`src/rtl/switch_pkg.sv`:
```
// Shared switch definitions: port count, port index type, per-output lock
// states and header destination decode.
package switch_pkg;

  localparam int NPORTS = 3;

  typedef logic [1:0] port_idx_t;

  typedef enum logic {
    ST_IDLE   = 1'b0,
    ST_LOCKED = 1'b1
  } lock_state_t;

  // Header bits [1:0]: 01 -> port 0, 11 -> port 2, 00 and 10 -> port 1.
  function automatic port_idx_t dest_decode(input logic [1:0] hdr);
    case (hdr)
      2'b01:   return port_idx_t'(0);
      2'b11:   return port_idx_t'(2);
      default: return port_idx_t'(1);
    endcase
  endfunction

  function automatic port_idx_t port_inc(input port_idx_t p);
    return (p == port_idx_t'(NPORTS - 1)) ? port_idx_t'(0) : port_idx_t'(p + 2'd1);
  endfunction

endpackage

```
`src/rtl/output_port_arbiter_if.sv`:
```
// Input-FIFO head / output-RAM write bundle of the output port arbiter.
// ARB_STATS_EN adds the per-output grant counters.
interface output_port_arbiter_if #(
  parameter int DW    = 32,
  parameter int CNT_W = 16
);
  import switch_pkg::*;

  logic [NPORTS-1:0][DW-1:0]    in_data;
  logic [NPORTS-1:0]            in_valid;
  logic [NPORTS-1:0]            in_last;
  logic [NPORTS-1:0]            in_pop;
  logic [NPORTS-1:0]            out_full;
  logic [NPORTS-1:0]            out_wr;
  logic [NPORTS-1:0][DW-1:0]    out_data;
`ifdef ARB_STATS_EN
  logic [NPORTS-1:0][CNT_W-1:0] grant_cnt;
`endif

  modport master (
    input  in_data, in_valid, in_last, out_full,
    output in_pop, out_wr, out_data
`ifdef ARB_STATS_EN
    , output grant_cnt
`endif
  );

  modport slave (
    output in_data, in_valid, in_last, out_full,
    input  in_pop, out_wr, out_data
`ifdef ARB_STATS_EN
    , input grant_cnt
`endif
  );

endinterface

```
`src/rtl/rr_port_lock.sv`:
```
// Per-output round-robin grant and packet lock. ARB_STATS_EN adds a
// wrapping count of IDLE->LOCKED transitions.
module rr_port_lock
  import switch_pkg::*;
#(
  parameter int CNT_W = 16
) (
  input  logic              clk,
  input  logic              rst_n,
  input  logic              enable,
  input  logic [NPORTS-1:0] req,
  input  logic              pop,
  input  logic              pop_last,
  output logic              locked,
  output port_idx_t         owner
`ifdef ARB_STATS_EN
  ,
  output logic [CNT_W-1:0]  grant_cnt
`endif
);

  lock_state_t state_reg, state_next;
  port_idx_t   ptr_reg, ptr_next;
  port_idx_t   owner_reg, owner_next;
  logic        grant;
  port_idx_t   cand [NPORTS];

  // Search order ptr+1, ptr+2, ptr: the last owner gets lowest priority.
  assign cand[0] = port_inc(ptr_reg);
  assign cand[1] = port_inc(cand[0]);
  assign cand[2] = ptr_reg;

  always_comb begin
    state_next = state_reg;
    ptr_next   = ptr_reg;
    owner_next = owner_reg;
    grant      = 1'b0;
    case (state_reg)
      ST_IDLE: begin
        if (enable) begin
          for (int k = 0; k < NPORTS; k++) begin
            if (!grant && req[cand[k]]) begin
              grant      = 1'b1;
              owner_next = cand[k];
              state_next = ST_LOCKED;
            end
          end
        end
      end
      ST_LOCKED: begin
        if (pop && pop_last) begin
          state_next = ST_IDLE;
          ptr_next   = owner_reg;
        end
      end
      default: state_next = ST_IDLE;
    endcase
  end

  always_ff @(posedge clk) begin
    if (!rst_n) begin
      state_reg <= ST_IDLE;
      ptr_reg   <= port_idx_t'(2);
      owner_reg <= port_idx_t'(0);
    end else begin
      state_reg <= state_next;
      ptr_reg   <= ptr_next;
      owner_reg <= owner_next;
    end
  end

  assign locked = (state_reg == ST_LOCKED);
  assign owner  = owner_reg;

`ifdef ARB_STATS_EN
  logic [CNT_W-1:0] cnt_reg;

  always_ff @(posedge clk) begin
    if (!rst_n) begin
      cnt_reg <= '0;
    end else if (grant) begin
      cnt_reg <= cnt_reg + 1'b1;
    end
  end

  assign grant_cnt = cnt_reg;
`endif

endmodule

```
`src/rtl/output_port_arbiter.sv`:
```
// Three-output packet arbiter: per-output round-robin locks, cross-output input
// exclusion, registered output RAM writes. Define ARB_STATS_EN for grant counters.
module output_port_arbiter
  import switch_pkg::*;
#(
  parameter int DW    = 32,
  parameter int CNT_W = 16
) (
  input  logic                  clk,
  input  logic                  rst_n,
  input  logic                  enable,
  output_port_arbiter_if.master bus
);

  logic [NPORTS-1:0] locked;
  logic [NPORTS-1:0] pop_o;
  logic [NPORTS-1:0] pop_last;
  port_idx_t         owner    [NPORTS];
  port_idx_t         in_dest  [NPORTS];
  logic [NPORTS-1:0] own_mat  [NPORTS];
  logic [NPORTS-1:0] pop_mat  [NPORTS];
  logic [NPORTS-1:0] in_locked;
  logic [NPORTS-1:0] in_pop_c;

  genvar gi, gj;

  generate
    for (gi = 0; gi < NPORTS; gi++) begin : g_in
      assign in_dest[gi] = dest_decode(bus.in_data[gi][1:0]);
    end
  endgenerate

  // An input already locked to some output is streaming payload, not a header.
  always_comb begin
    in_locked = '0;
    in_pop_c  = '0;
    for (int o = 0; o < NPORTS; o++) begin
      in_locked = in_locked | own_mat[o];
      in_pop_c  = in_pop_c | pop_mat[o];
    end
  end

  assign bus.in_pop = rst_n ? in_pop_c : '0;

  generate
    for (gi = 0; gi < NPORTS; gi++) begin : g_out
      logic [NPORTS-1:0] req;
      logic              wr_reg;
      logic [DW-1:0]     data_reg;

      for (gj = 0; gj < NPORTS; gj++) begin : g_req
        assign req[gj] = bus.in_valid[gj] && !in_locked[gj] &&
                         (in_dest[gj] == port_idx_t'(gi));
      end

      assign own_mat[gi]  = locked[gi] ? (NPORTS'(1) << owner[gi]) : '0;
      assign pop_mat[gi]  = own_mat[gi] & bus.in_valid & {NPORTS{!bus.out_full[gi]}};
      assign pop_o[gi]    = |pop_mat[gi];
      assign pop_last[gi] = |(pop_mat[gi] & bus.in_last);

      rr_port_lock #(
        .CNT_W (CNT_W)
      ) u_lock (
        .clk       (clk),
        .rst_n     (rst_n),
        .enable    (enable),
        .req       (req),
        .pop       (pop_o[gi]),
        .pop_last  (pop_last[gi]),
        .locked    (locked[gi]),
        .owner     (owner[gi])
`ifdef ARB_STATS_EN
        ,
        .grant_cnt (bus.grant_cnt[gi])
`endif
      );

      always_ff @(posedge clk) begin
        if (!rst_n) begin
          wr_reg   <= 1'b0;
          data_reg <= '0;
        end else begin
          wr_reg <= pop_o[gi];
          if (pop_o[gi]) begin
            data_reg <= bus.in_data[owner[gi]];
          end
        end
      end

      assign bus.out_wr[gi]   = wr_reg;
      assign bus.out_data[gi] = data_reg;
    end
  endgenerate

endmodule

```
`src/flat_wrapper.sv`:
```
// flat-port wrapper written by rule: the top's interface ports become plain ports
module output_port_arbiter_flat import switch_pkg::*;
#(
  parameter int DW    = 32,
  parameter int CNT_W = 16
)
  (clk, rst_n, enable, bus_in_data, bus_in_valid, bus_in_last, bus_out_full, bus_in_pop, bus_out_wr, bus_out_data);
  output_port_arbiter_if #(.DW(DW), .CNT_W(CNT_W)) bus_i ();
  input  logic clk;
  input  logic rst_n;
  input  logic enable;
  input wire logic [$bits(bus_i.in_data)-1:0] bus_in_data;
  input wire logic [$bits(bus_i.in_valid)-1:0] bus_in_valid;
  input wire logic [$bits(bus_i.in_last)-1:0] bus_in_last;
  input wire logic [$bits(bus_i.out_full)-1:0] bus_out_full;
  output wire logic [$bits(bus_i.in_pop)-1:0] bus_in_pop;
  output wire logic [$bits(bus_i.out_wr)-1:0] bus_out_wr;
  output wire logic [$bits(bus_i.out_data)-1:0] bus_out_data;
  assign bus_i.in_data = bus_in_data;
  assign bus_i.in_valid = bus_in_valid;
  assign bus_i.in_last = bus_in_last;
  assign bus_i.out_full = bus_out_full;
  assign bus_in_pop = bus_i.in_pop;
  assign bus_out_wr = bus_i.out_wr;
  assign bus_out_data = bus_i.out_data;
  output_port_arbiter #(.DW(DW), .CNT_W(CNT_W)) u_core (.clk(clk), .rst_n(rst_n), .enable(enable), .bus(bus_i));
endmodule
```
`config.mk`:
```
export PLATFORM = sky130hd
export DESIGN_NAME = output_port_arbiter_flat
export DESIGN_NICKNAME = d
export VERILOG_FILES = /design/src/rtl/switch_pkg.sv /design/src/rtl/output_port_arbiter_if.sv /design/src/rtl/rr_port_lock.sv /design/src/rtl/output_port_arbiter.sv /design/src/flat_wrapper.sv
export SDC_FILE = /design/constraint.sdc
export NUM_CORES = 1
export LEC_CHECK = 0
export CAP_MARGIN = 20
export CORE_UTILIZATION = 53
export DETAILED_ROUTE_END_ITERATION = 7
export PLACE_DENSITY = 0.95
export SKIP_LAST_GASP = 1
export SYNTH_ARGS = -nofsm -noshare
export SYNTH_HDL_FRONTEND = slang
export SYNTH_HIERARCHICAL = 1
export SYNTH_SLANG_ARGS = --single-unit
```
`constraint.sdc`:
```
create_clock -name clk -period 3.4 [get_ports clk]
set_input_delay 1.02 -clock clk [delete_from_list [all_inputs] [get_ports clk]]
set_output_delay 1.02 -clock clk [all_outputs]
set_load 0.03 [all_outputs]
```
Yosys cells after proc, flatten, opt, wreduce, memory -nomap -nowiden

Cells that the tools add are included.

$lt $le $gt $ge: 12
Shift operators: 3
Bitwise gates (word level): 16
Mux-type cells: 79
$add $sub $neg: 6
Reductions and logical operators: 51
Equality and inequality tests: 18

Operators by type and width:

| cell                  | number |
|---|---|
| $bmux W32 S2          | 3 |
| $mux W32              | 3 |
| $mux W1               | 39 |
| $lt A2 B3 Y1 const B  | 12 |
| $mux W2               | 15 |
| $and A3 B3 Y3         | 9 |
| $eq A2 B2 Y1 const B  | 12 |
| $logic_and A1 B1 Y1   | 21 |
| $bmux W1 S2           | 9 |
| $reduce_or A3 Y1      | 6 |
| $add A2 B1 Y2 const B | 6 |
| $eq A2 B1 Y1 const B  | 6 |
| $logic_not A1 Y1      | 12 |
| $mux W3               | 4 |
| $or A3 B3 Y3          | 4 |
| $pmux W2 S2           | 3 |
| $reduce_and A3 Y1     | 3 |
| $reduce_bool A3 Y1    | 3 |
| $shl A1 B2 Y3 const A | 3 |
| $logic_not A2 Y1      | 3 |
| $pmux W1 S2           | 3 |
| $reduce_and A2 Y1     | 3 |
| $not A1 Y1            | 3 |

Output and inout bits: 102
Flip-flop bits (word level): 114
Word-level logic and storage cells: 200
Bits of input ports: 108

Longest topological paths before layout

Gate-level depths: netlist (run 1).

Depth in word-level cells: 22
Depth in mapped cells: 9
Gate-level depth less buffers: 6

Hierarchy

The synthesis (run 1) kept the hierarchy.

By module, submodules not included:

| module              | times used | area each (µm²) | cells an instance | sequential area each (µm²) |
|---|---|---|---|---|
| output_port_arbiter | 1          | 6756.5          | 650               | 1981.9 |
| rr_port_lock        | 3          | 245.2           | 27                | 100.1 |

Worst setup path before layout (run 1)

OpenSTA, ideal clock, no wires.

Kind: input -> output
Start point: input port bus_in_valid[2]
End point: output port bus_in_pop[2]
Slack: 0.100 ns
Buffers on the path: 2
Arrival time: 2.280 ns
Stages: 5
Required time: 2.380 ns
Cells stage by stage: nor2b_1 clkbuf_1 clkbuf_1 a22oi_1 a21oi_1

Longest elaborated chain between the ends: 5
Elaborated cells on any way between the ends: 9
Classes of those cells: mux: 1; bitwise: 8

Ends and longest elaborated chain:

| what                       | RTL line                  | text |
|---|---|---|
| start, declared            | flat_wrapper.sv:13        | `input wire logic [$bits(bus_i.in_valid)-1:0] bus_in_valid;` |
| $and A3 B3 Y3 (2 in a row) | output_port_arbiter.sv:57 | `assign pop_mat[gi] = own_mat[gi] & bus.in_valid & {NPORTS{!bus.out_full[gi]}};` |
| $or A3 B3 Y3               | output_port_arbiter.sv:39 | `in_pop_c = in_pop_c \| pop_mat[o];` |
| $or A3 B3 Y3 (*)           | output_port_arbiter.sv:39 |  |
| $mux W3 (*)                | output_port_arbiter.sv:43 | `assign bus.in_pop = rst_n ? in_pop_c : '0;` |
| end, declared              | flat_wrapper.sv:16        | `output wire logic [$bits(bus_i.in_pop)-1:0] bus_in_pop;` |

Every way passes the cells marked *; elsewhere a longest branch is shown, timed or not.

Worst setup path after layout (run 1)

Start point: input port bus_out_full[0]
End point: output port bus_in_pop[1]

Longest elaborated chain between the ends: 5

Ends and longest elaborated chain:

| what                      | RTL line                  | text |
|---|---|---|
| start, declared           | flat_wrapper.sv:15        | `input wire logic [$bits(bus_i.out_full)-1:0] bus_out_full;` |
| $logic_not A1 Y1          | output_port_arbiter.sv:57 |  |
| $and A3 B3 Y3             | output_port_arbiter.sv:57 |  |
| $or A3 B3 Y3 (2 in a row) | output_port_arbiter.sv:39 |  |
| $mux W3                   | output_port_arbiter.sv:43 |  |

No other way between the ends.

==> key figures, run 1 <==
Route
  – TritonRoute pass-1 iters: 6
  – Starting DRC count in detailed routing: 961
  – Post-DR wirelength/cell: 25.6 um
  – Antenna viol nets, final: 0
  – Routed vias/inst: 7.36
  – Residual DRC: 0
  – Vias: 7985
  – Routed WL: 27800 um

Logic synthesis
  – Syn avg cell area: 10.2 sq um
  – Seq/Total Area, Yosys: 30.5%
  – Post-synth EDFFs: 0
  – Post-synthesis async set-or-reset flop share: 0%
  – Yosys warns: 6
  – Area contributors post-synth: dfxtp_1, a211oi_2, mux2i_1
  – Synth Instances: 731
  – Synth Flop Type: dfxtp_1
  – Largest area contributor in the netlist: dfxtp_1
  – Synth Cell Area: 7490 sq um
  – Most frequent cell after synthesis: dfxtp_1
  – Synthesis-stage register bit count: 114
  – Mapped Nets: 839
  – Count of cell types in the netlist: 46
  – Post-synth top area share: 30.5%
  – Synth top cells by count: dfxtp_1, mux2i_1, a221oi_1

Clock network
  – Worst skew pair latency: 0.41 ns
  – TritonCTS Buffers: 17
  – Clock Pin Slew Worst Setup and Hold Paths: 0.05 ns
  – H-tree levels: 4
  – CTS max path bufs: 2
  – Post-CTS Hold Buffers: 0
  – CTS tree: built
  – CTS sink cnt: 114
  – Root Buffer: clkbuf_16

Die
  – Core Area: 13800 sq um
  – Width of the die: 121 um
  – DIE AREA: 14600 sq um
  – Die H: 121 um
  – FP Rows: 43
  – Initial Util: 54.2%
  – Boundary Pins: 210

Finish
  – # nets final: 1000
  – Fillers: 933
  – Final core utilization: 73.9%
  – Max reg flops: 96
  – Antenna fix cells: 0
  – Synthesis-to-layout area growth: 36.5%
  – Layout cells sized above 1: 20.6%

Hold path
  – Min-Delay Path Class: reg -> reg
  – WHS Endpoint: u_core/g_out[0].u_lock/ptr_reg[1]$_SDFFE_PN1P_
  – Min-delay src: u_core/g_out[0].u_lock/ptr_reg[1]$_SDFFE_PN1P_
  – Hold path depth: 2

Setup path
  – Required time worst endpoint: 2.38 ns
  – Setup crit start kind: input port
  – Slowest CP cell: clkdlybuf4s50_1
  – Crit Path Max Fanout: 4
  – Arrival time worst endpoint: 2.30 ns
  – Worst Setup Path Type: in -> out
  – CP startpoint: bus_out_full[0]
  – Slowest stage delay, CP: 0.58 ns
  – Crit end category: output port
  – R2R Setup Slk: 0.61 ns
  – Worst path top cell family by delay: buffers and inverters
  – Worst reg2reg startpoint: u_core/g_out[1].u_lock/owner[0]$_SDFFE_PN0P_
  – Reg2Reg Depth: 6
  – CP Buf/Inv Count: 2
  – R2r endpoint: u_core/g_out[2].u_lock/owner[1]$_SDFFE_PN0P_
  – Sequence of cells on the critical path: clkdlybuf4s50_1 -> and4b_1 -> o31a_1 -> buf_4

STA
  – Final setup vio count: 0
  – Final Max Slew Viols: 0
  – Slew HR: 33.2%
  – Final period util: 97.7%
  – Max Freq: 301 MHz
  – Skew final: 0.0101 ns
  – Final worst setup slack: 0.0777 ns
  – TNS Setup: 0 ns
  – Final Critical Period: 3.32 ns
  – Final Hold Violating Endpoints: 0
  – Tightest Pin Transition: 1.00 ns
  – RSZ-0062 raised after global routing: false

Place
  – IO buf count: 209
  – Final GP Congestion: 0.881
  – Pre-CTS setup slack: 0.0692 ns
  – Dpl hpwl: 17200 um

Power and ir drop
  – Maximum vdd drop: 0.362 mV
  – Leakage: 3.37 nW
  – Net Sw Frac: 31.2%
  – Sequential share of power: 33.8%
  – Internal Power: 2.99 mW
  – Comb pwr share: 26.6%
  – Power per cell area: 424 nW/um^2
  – Clock Power Share: 39.6%
  – Psw: 1.35 mW

Job
  – Max Cap Viol: 0

Global route
  – Initial antenna violation count: 0
  – Largest net degree at the start of global routing: 97
  – GR Util All Layers: 37.7%
  – Number of global-route vias before repair: 8072
  – First-pass GRT wire length: 43100 um
  – Global route overflow: 0

Run status
  – Status: finished, final reports clean
## placed cells by master (no fill, tap or decap), drive strengths merged, types with 2 or more instances in the layout
cell and instances:
nor3 8, a221oi 96, and4b 2, clkinvlp 3, nand3 3, nor2 9, a221o 3, mux2i 102
inv 11, dfxtp 114, nand4 2, o221ai 3, clkbuf 22, a21oi 4, clkinv 6, o21ai 6
nand2 5, buf 38, nor2b 12, a2bb2oi 95, a22o 3, nand2b 3, a21boi 6, or3 3
nand3b 6, nor3b 4, a31oi 3, and2 3, and3 4, clkdlybuf4s50 206, o21a 3, or3b 3
mux2 3, and3b 3, a211oi 96, o221a 3, o31a 5
## area by class of cell
type / instances / area [sq um] / area share [%]
repair buffers: 244 / 2360 / 23.1
clock inverters: 10 / 82.6 / 0.808
clock buffers: 22 / 484 / 4.74
well taps: 180 / 225 / 2.20
inverters: 11 / 43.8 / 0.428
flip-flops and latches: 114 / 2290 / 22.4
multi-input cells: 504 / 4740 / 46.4
## routing by layer
| layer | track usage [%] | vias to the layer above | share of wire (%) |
|---|---|---|---|
| li1 | - | 3327 | - |
| met1 | 45.6 | 3854 | 38 |
| met4 | 20.8 | 0 | 4.4 |
| met2 | 62.2 | 675 | 47 |
| met5 | 0 | - | 0 |
| met3 | 7.94 | 129 | 11 |
## cell families after synthesis
group	synth area share [%]
simple gates	6.05
compound gates	41.9
mux	14.2
flops	30.5
buf+inv	7.38
## worst reg2reg max path, cell delays in order (launching register included)
cell and delay, ns:
dfxtp_2 0.65, and3b_2 0.45, or4b_4 0.60, nor3_1 0.35, a21boi_1 0.29, o31a_1 0.20
o221a_1 0.18
## repair_timing
action | CTS | global route
endpoints found under the setup margin | 0 | 2
buffers inserted | 0 | 0
gates resized for setup | 0 | 3
## power by group through the flow
| stage | Combinational [mW] | Sequential [mW] | Clock (mW) |
|---|---|---|---|
| 2_1_floorplan | 0.632 | 1.54 | 0 |
| 3_3_place_gp | 1.09 | 1.49 | 0 |
| 3_5_place_dp | 1.11 | 1.49 | 0 |
| 4_1_cts | 1.13 | 1.46 | 1.71 |
| 5_1_grt | 1.20 | 1.47 | 1.79 |
| 6_report | 1.15 | 1.47 | 1.72 |
## per-stage QoR
step	cell area (sq um)	instances	hold slack [ns]	power, mW
after floorplan	7490	731	0.458	2.17
after global placement	9640	1053	0.505	2.58
after detailed placement	9640	1053	0.516	2.60
after CTS	10200	1085	0.546	4.30
after global routing	10200	1085	0.586	4.46
final	10200	1085	0.552	4.34
## how the worst max path moves through the flow
| stage | endpoint | slack (ns) | depth (start not counted) |
|---|---|---|---|
| 6_report | bus_in_pop[1] | 0.08 | 4 |
| 5_1_grt | bus_in_pop[0] | 0.03 | 5 |
| 4_1_cts | bus_in_pop[0] | 0.07 | 5 |
| 3_5_place_dp | bus_in_pop[0] | 0.07 | 5 |
| 3_3_place_gp | bus_in_pop[0] | 0.1 | 5 |
| 2_1_floorplan | bus_in_pop[2] | 0.10 | 5 |
(Power assumes the default switching activity.)
==> inputs of run 2 (changes only) <==
CAP_MARGIN = not set   (was 20)
==> results of run 2 <==
The final DEF is identical to that of run 1; final timing and power are the same.
==> inputs of run 3 (changes only) <==
MAX_ROUTING_LAYER = met4   (was not set)
REMOVE_ABC_BUFFERS = 1   (was not set)
==> run 3 against run 2 <==
  * Critical path depth unchanged
  * Power down 1.5%
  * Die area unchanged
==> key figures, run 3 (synthesis gave the netlist of run 1 again) <==
Die
  – Die H: 121 um
  – DIE AREA: 14600 sq um
  – Core Area: 13800 sq um
  – Boundary Pins: 210
  – Initial Util: 54.2%
  – Width of the die: 121 um
  – FP Rows: 43

Route
  – Antenna viol nets, final: 0
  – Vias: 7814
  – Routed WL: 26800 um
  – Post-DR wirelength/cell: 24.8 um
  – Routed vias/inst: 7.22
  – TritonRoute pass-1 iters: 6
  – Starting DRC count in detailed routing: 1043
  – Residual DRC: 0

STA
  – Tightest Pin Transition: 0.922 ns
  – Final Hold Violating Endpoints: 0
  – Final setup vio count: 0
  – Final Critical Period: 3.38 ns
  – TNS Setup: 0 ns
  – Final period util: 99.5%
  – Final Max Slew Viols: 0
  – Max Freq: 296 MHz
  – RSZ-0062 raised after global routing: true
  – Slew HR: 38.4%
  – Skew final: 0.00535 ns

Finish
  – Most frequent cells in the layout: clkdlybuf4s50_1, dfxtp_1, mux2i_1
  – Final cell count without fillers: 1083
  – Max reg flops: 96
  – Commonest non-fill, non-tap cell in the layout: clkdlybuf4s50_1
  – Antenna fix cells: 0
  – Layout cells sized above 1: 20.2%
  – # nets final: 999
  – Synthesis-to-layout area growth: 36.1%

Setup path
  – Crit end category: output port
  – Sequence of cells on the critical path: clkdlybuf4s50_1 -> and4b_1 -> o31a_1 -> buf_4
  – Worst Setup Path Type: in -> out
  – Setup crit start kind: input port
  – CP Buf/Inv Count: 2
  – Required time worst endpoint: 2.38 ns
  – Crit Path Max Fanout: 4
  – Arrival time worst endpoint: 2.36 ns
  – Worst path top cell family by delay: buffers and inverters
  – Slowest stage delay, CP: 0.62 ns
  – Slowest CP cell: clkdlybuf4s50_1

Place
  – Dpl hpwl: 16500 um
  – Final GP Congestion: 0.938
  – Placed Instances: 1052
  – IO buf count: 209

Clock network
  – CTS max path bufs: 2
  – CTS tree: built
  – H-tree levels: 4
  – TritonCTS Buffers: 17
  – Worst skew pair latency: 0.42 ns
  – Root Buffer: clkbuf_16
  – CTS sink cnt: 114
  – Clock Pin Slew Worst Setup and Hold Paths: 0.05 ns
  – Post-CTS Hold Buffers: 0

Run status
  – Status: finished, final reports clean

Global route
  – Largest net degree at the start of global routing: 97
  – Number of global-route vias before repair: 7556
  – First-pass GRT wire length: 40500 um
  – GR Util All Layers: 36.9%
  – Global route overflow: 0
  – Initial antenna violation count: 0

Power and ir drop
  – Maximum vdd drop: 0.271 mV
  – Leakage: 3.35 nW
  – Power per cell area: 420 nW/um^2

Hold path
  – Min-Delay Path Class: reg -> reg

Job
  – Max Cap Viol: 0
==> run 3: cell count changes in the layout (fill, tap and decap cells not counted), sizes merged <==
cell,change
clkbuf,+3
clkinvlp,-3
buf,-1
clkinv,-1
==> run 3: timing repair <==
action / in CTS / in global routing
buffers inserted: 0 / 0
endpoints found under the setup margin: 0 / 2
gates resized for setup: 0 / 3
==> run 3: cell type report <==
type,instances,area (sq um)
Tap cell,180,225
Fill cell,915,3630
Clock inverter,6,55.1
Inverter,11,43.8
Clock buffer,25,485
Timing Repair Buffer,243,2350
Sequential cell,114,2290
Multi-Input combinational cell,504,4740
==> run 3: stage by stage <==
stage	hold WS [ns]	power, mW	area, sq um	setup WS [ns]	utilization (%)
final	0.529	4.28	10200	0.0174	73.7
after global routing	0.556	4.39	10200	-0.00223	73.7
after CTS	0.529	4.26	10200	0.0240	73.6
after detailed placement	0.511	2.59	9640	0.0282	69.7
after global placement	0.505	2.57	9640	0.0395	69.7
after floorplan	0.482	2.13	6980	-0.722	-
==> run 3: power breakdown <==
part           internal [mW]  leakage [nW]  switching (mW)
registers               1.39         0.926          0.0601
logic                  0.517          2.16           0.632
clock network           1.05         0.271           0.622
==> run 3: worst paths after layout <==
kind	startpoint	end	slack [ns]	cells past startpoint
worst min register to register	u_core/g_out[0].u_lock/ptr_reg[1]$_SDFFE_PN1P_	u_core/g_out[0].u_lock/ptr_reg[1]$_SDFFE_PN1P_	0.53	2
worst min-delay path	u_core/g_out[0].u_lock/ptr_reg[1]$_SDFFE_PN1P_	u_core/g_out[0].u_lock/ptr_reg[1]$_SDFFE_PN1P_	0.53	2
worst max-delay path	bus_out_full[1]	bus_in_pop[1]	0.02	4
worst max register to register	u_core/g_out[0].u_lock/owner[0]$_SDFFE_PN0P_	u_core/g_out[0].u_lock/owner[1]$_SDFFE_PN0P_	0.89	6
==> run 3: tightest hold or removal path: stages, from the launching register on <==
cell,delay (ns)
dfxtp_1,0.36
mux2i_1,0.08
nand2_1,0.05
==> run 3: per-layer routing <==
layer	share of wire, %	track usage (%)	vias up
met5	0	-	-
li1	-	-	3324
met1	37	43.2	3741
met2	48	58.0	631
met4	3.7	20.2	0
met3	12	9.26	118
==> RTL edit, RTL diff (settings of run 3) <==
`DW` is set to 32 in 3 places; all go to 16.
--- a/src/rtl/output_port_arbiter_if.sv
+++ b/src/rtl/output_port_arbiter_if.sv
@@ -1,7 +1,7 @@
 // Input-FIFO head / output-RAM write bundle of the output port arbiter.
 // ARB_STATS_EN adds the per-output grant counters.
 interface output_port_arbiter_if #(
-  parameter int DW    = 32,
+  parameter int DW    = 16,
   parameter int CNT_W = 16
 );
   import switch_pkg::*;
--- a/src/rtl/output_port_arbiter.sv
+++ b/src/rtl/output_port_arbiter.sv
@@ -3,7 +3,7 @@
 module output_port_arbiter
   import switch_pkg::*;
 #(
-  parameter int DW    = 32,
+  parameter int DW    = 16,
   parameter int CNT_W = 16
 ) (
   input  logic                  clk,
--- a/src/flat_wrapper.sv
+++ b/src/flat_wrapper.sv
@@ -1,7 +1,7 @@
 // flat-port wrapper written by rule: the top's interface ports become plain ports
 module output_port_arbiter_flat import switch_pkg::*;
 #(
-  parameter int DW    = 32,
+  parameter int DW    = 16,
   parameter int CNT_W = 16
 )
   (clk, rst_n, enable, bus_in_data, bus_in_valid, bus_in_last, bus_out_full, bus_in_pop, bus_out_wr, bus_out_data);
Ports: changed (resized bus_in_data and bus_out_data); port bits go from 210 to 114. The function was not compared with the original's and may differ.
==> RTL edit against run 3 <==
The run now ends with design-rule violations left; synthesized area fell by 44%; sequential cell count fell by 48; setup slack improved by 0.077 ns; wire length fell by 49%; clock power fell by 63%; non-clock buffer count fell by 109; synthesized cell count fell by 40%; cell area fell by 46%; power fell by 52%; clock skew rose by 0.0020 ns.
==> RTL edit: results (changes against run 3) <==
count of buffers not belonging to the clock network in the layout=134 (was 243); total met2 wirelength after detailed routing=6520 um (was 12800 um); Worst Path Arrival=2.29 ns (was 2.36 ns); number of design rule violations left after detail routing=1 (was 0); number of placed cells counting well taps=625 (was 1052); worst hold endpoint=u_core/g_out[2].u_lock/ptr_reg[1]$_SDFFE_PN1P_ (was u_core/g_out[0].u_lock/ptr_reg[1]$_SDFFE_PN1P_); violations in the final reports=design-rule violations; clock distribution area overhead in the final layout=3.12% (was 5.30%); met1 routing resource usage after global routing=41.1% (was 43.2%); die width=91.2 um (was 121 um); flip-flop count of the largest register, all copies and words added=48 (was 96); post-synthesis sequential area ratio=31.3% (was 30.5%); share of layout cells above drive strength 1=10.6% (was 20.2%); total wire length=13700 um (was 26800 um); count of clock-net buffers in the final layout=10 (was 25); standby leakage power=1.91 nW (was 3.35 nW); R2R Setup Slk=0.50 ns (was 0.89 ns); Final non-clock buffer share=23.2% (was 23.1%); power per unit of standard cell area=372 mW/mm2 (was 420 mW/mm2); final weighted congestion in routability-driven placement=0.979 (was 0.938); Global Route met3 Usage=7.79% (was 9.26%); multi-input gate share of the layout cell area=46.8% (was 46.5%); number of global-route vias before repair=4263 (was 7556); First DRT Iteration DRCs=511 (was 1043); reg-to-reg startpoint=u_core/g_out[1].u_lock/owner[0]$_SDFFE_PN0P_ (was u_core/g_out[0].u_lock/owner[0]$_SDFFE_PN0P_); largest net degree at the start of global routing=49 (was 97); Clock H-tree levels=3 (was 4); number of fill cells in the layout=578 (was 915); fin nets=594 (was 999); Syn Inst Count=439 (was 731); final non-filler cell total=639 (was 1083); HPWL after detailed placement=9680 um (was 16500 um); multi-input combinational cell count=312 (was 504); post-detailed-placement cell area=0.00536 mm2 (was 0.00964 mm2); maximum vdd drop=0.229 mV (was 0.271 mV); launch point of the worst hold path=u_core/g_out[2].u_lock/ptr_reg[1]$_SDFFE_PN1P_ (was u_core/g_out[0].u_lock/ptr_reg[1]$_SDFFE_PN1P_); buffers added on ports=113 (was 209); setup skew after layout=0.00731 ns (was 0.00535 ns); clock latency of the later-clocked register in the worst-skew pair=0.35 ns (was 0.42 ns); Crit path largest cell delay=0.57 ns (was 0.62 ns); sequential cell area share=23.9% (was 22.5%); outcome=complete, but fails checks (was finished clean); post-DR vias/cell=6.99 (was 7.22); leading cell types by count after synthesis=66 x sky130_fd_sc_hd__dfxtp_1, 54 x sky130_fd_sc_hd__mux2i_1, 48 x sky130_fd_sc_hd__a221oi_1, 47 x sky130_fd_sc_hd__a2bb2oi_1, 39 x sky130_fd_sc_hd__a211oi_1 (was 114 x sky130_fd_sc_hd__dfxtp_1, 102 x sky130_fd_sc_hd__mux2i_1, 96 x sky130_fd_sc_hd__a221oi_1, 95 x sky130_fd_sc_hd__a2bb2oi_1, 87 x sky130_fd_sc_hd__a211oi_2)
-- RTL edit: changes by cell type in the layout (fill, tap and decap cells not counted), moves of 12 or more --
| cell | delta |
|---|---|
| sky130_fd_sc_hd__a211oi_2 | -78 |
| sky130_fd_sc_hd__clkdlybuf4s50_1 | -96 |
| sky130_fd_sc_hd__dfxtp_1 | -42 |
| sky130_fd_sc_hd__mux2i_1 | -48 |
| sky130_fd_sc_hd__clkbuf_16 | -17 |
| sky130_fd_sc_hd__a2bb2oi_1 | -48 |
| sky130_fd_sc_hd__a221oi_1 | -48 |
| sky130_fd_sc_hd__a211oi_1 | +30 |
| sky130_fd_sc_hd__buf_4 | -12 |
-- RTL edit: logic make-up (layout without fill, tap and decap cells) --
family,Yosys count,in the layout,synth area share [%]
AO/OA/AOI/OAI,184,184,36.7
buffers and inverters,61,159,7.41
flip-flops,66,66,31.3
multiplexers,57,57,13.8
AND/OR/NAND/NOR,71,71,10.7
-- RTL edit: worst max-delay path by stage --
| stage | start | end | slack, ns | depth (start not counted) |
|---|---|---|---|---|
| 2_1_floorplan | bus_in_valid[2] | bus_in_pop[2] | -0.04 | 3 |
| 3_3_place_gp | bus_out_full[2] | bus_in_pop[0] | 0.07 | 5 |
| 3_5_place_dp | bus_out_full[2] | bus_in_pop[0] | 0.04 | 5 |
| 4_1_cts | bus_out_full[2] | bus_in_pop[0] | 0.03 | 5 |
| 5_1_grt | bus_in_valid[0] | bus_in_pop[0] | 0.01 | 5 |
| 6_report | bus_out_full[0] | bus_in_pop[1] | 0.09 | 4 |
-- RTL edit: power by group --
group          total (mW)  internal, mW  leakage (nW)  switching (mW)
clock network       0.624         0.327        0.0918           0.297
logic               0.586         0.277          1.29           0.309
registers           0.851         0.806         0.535          0.0448
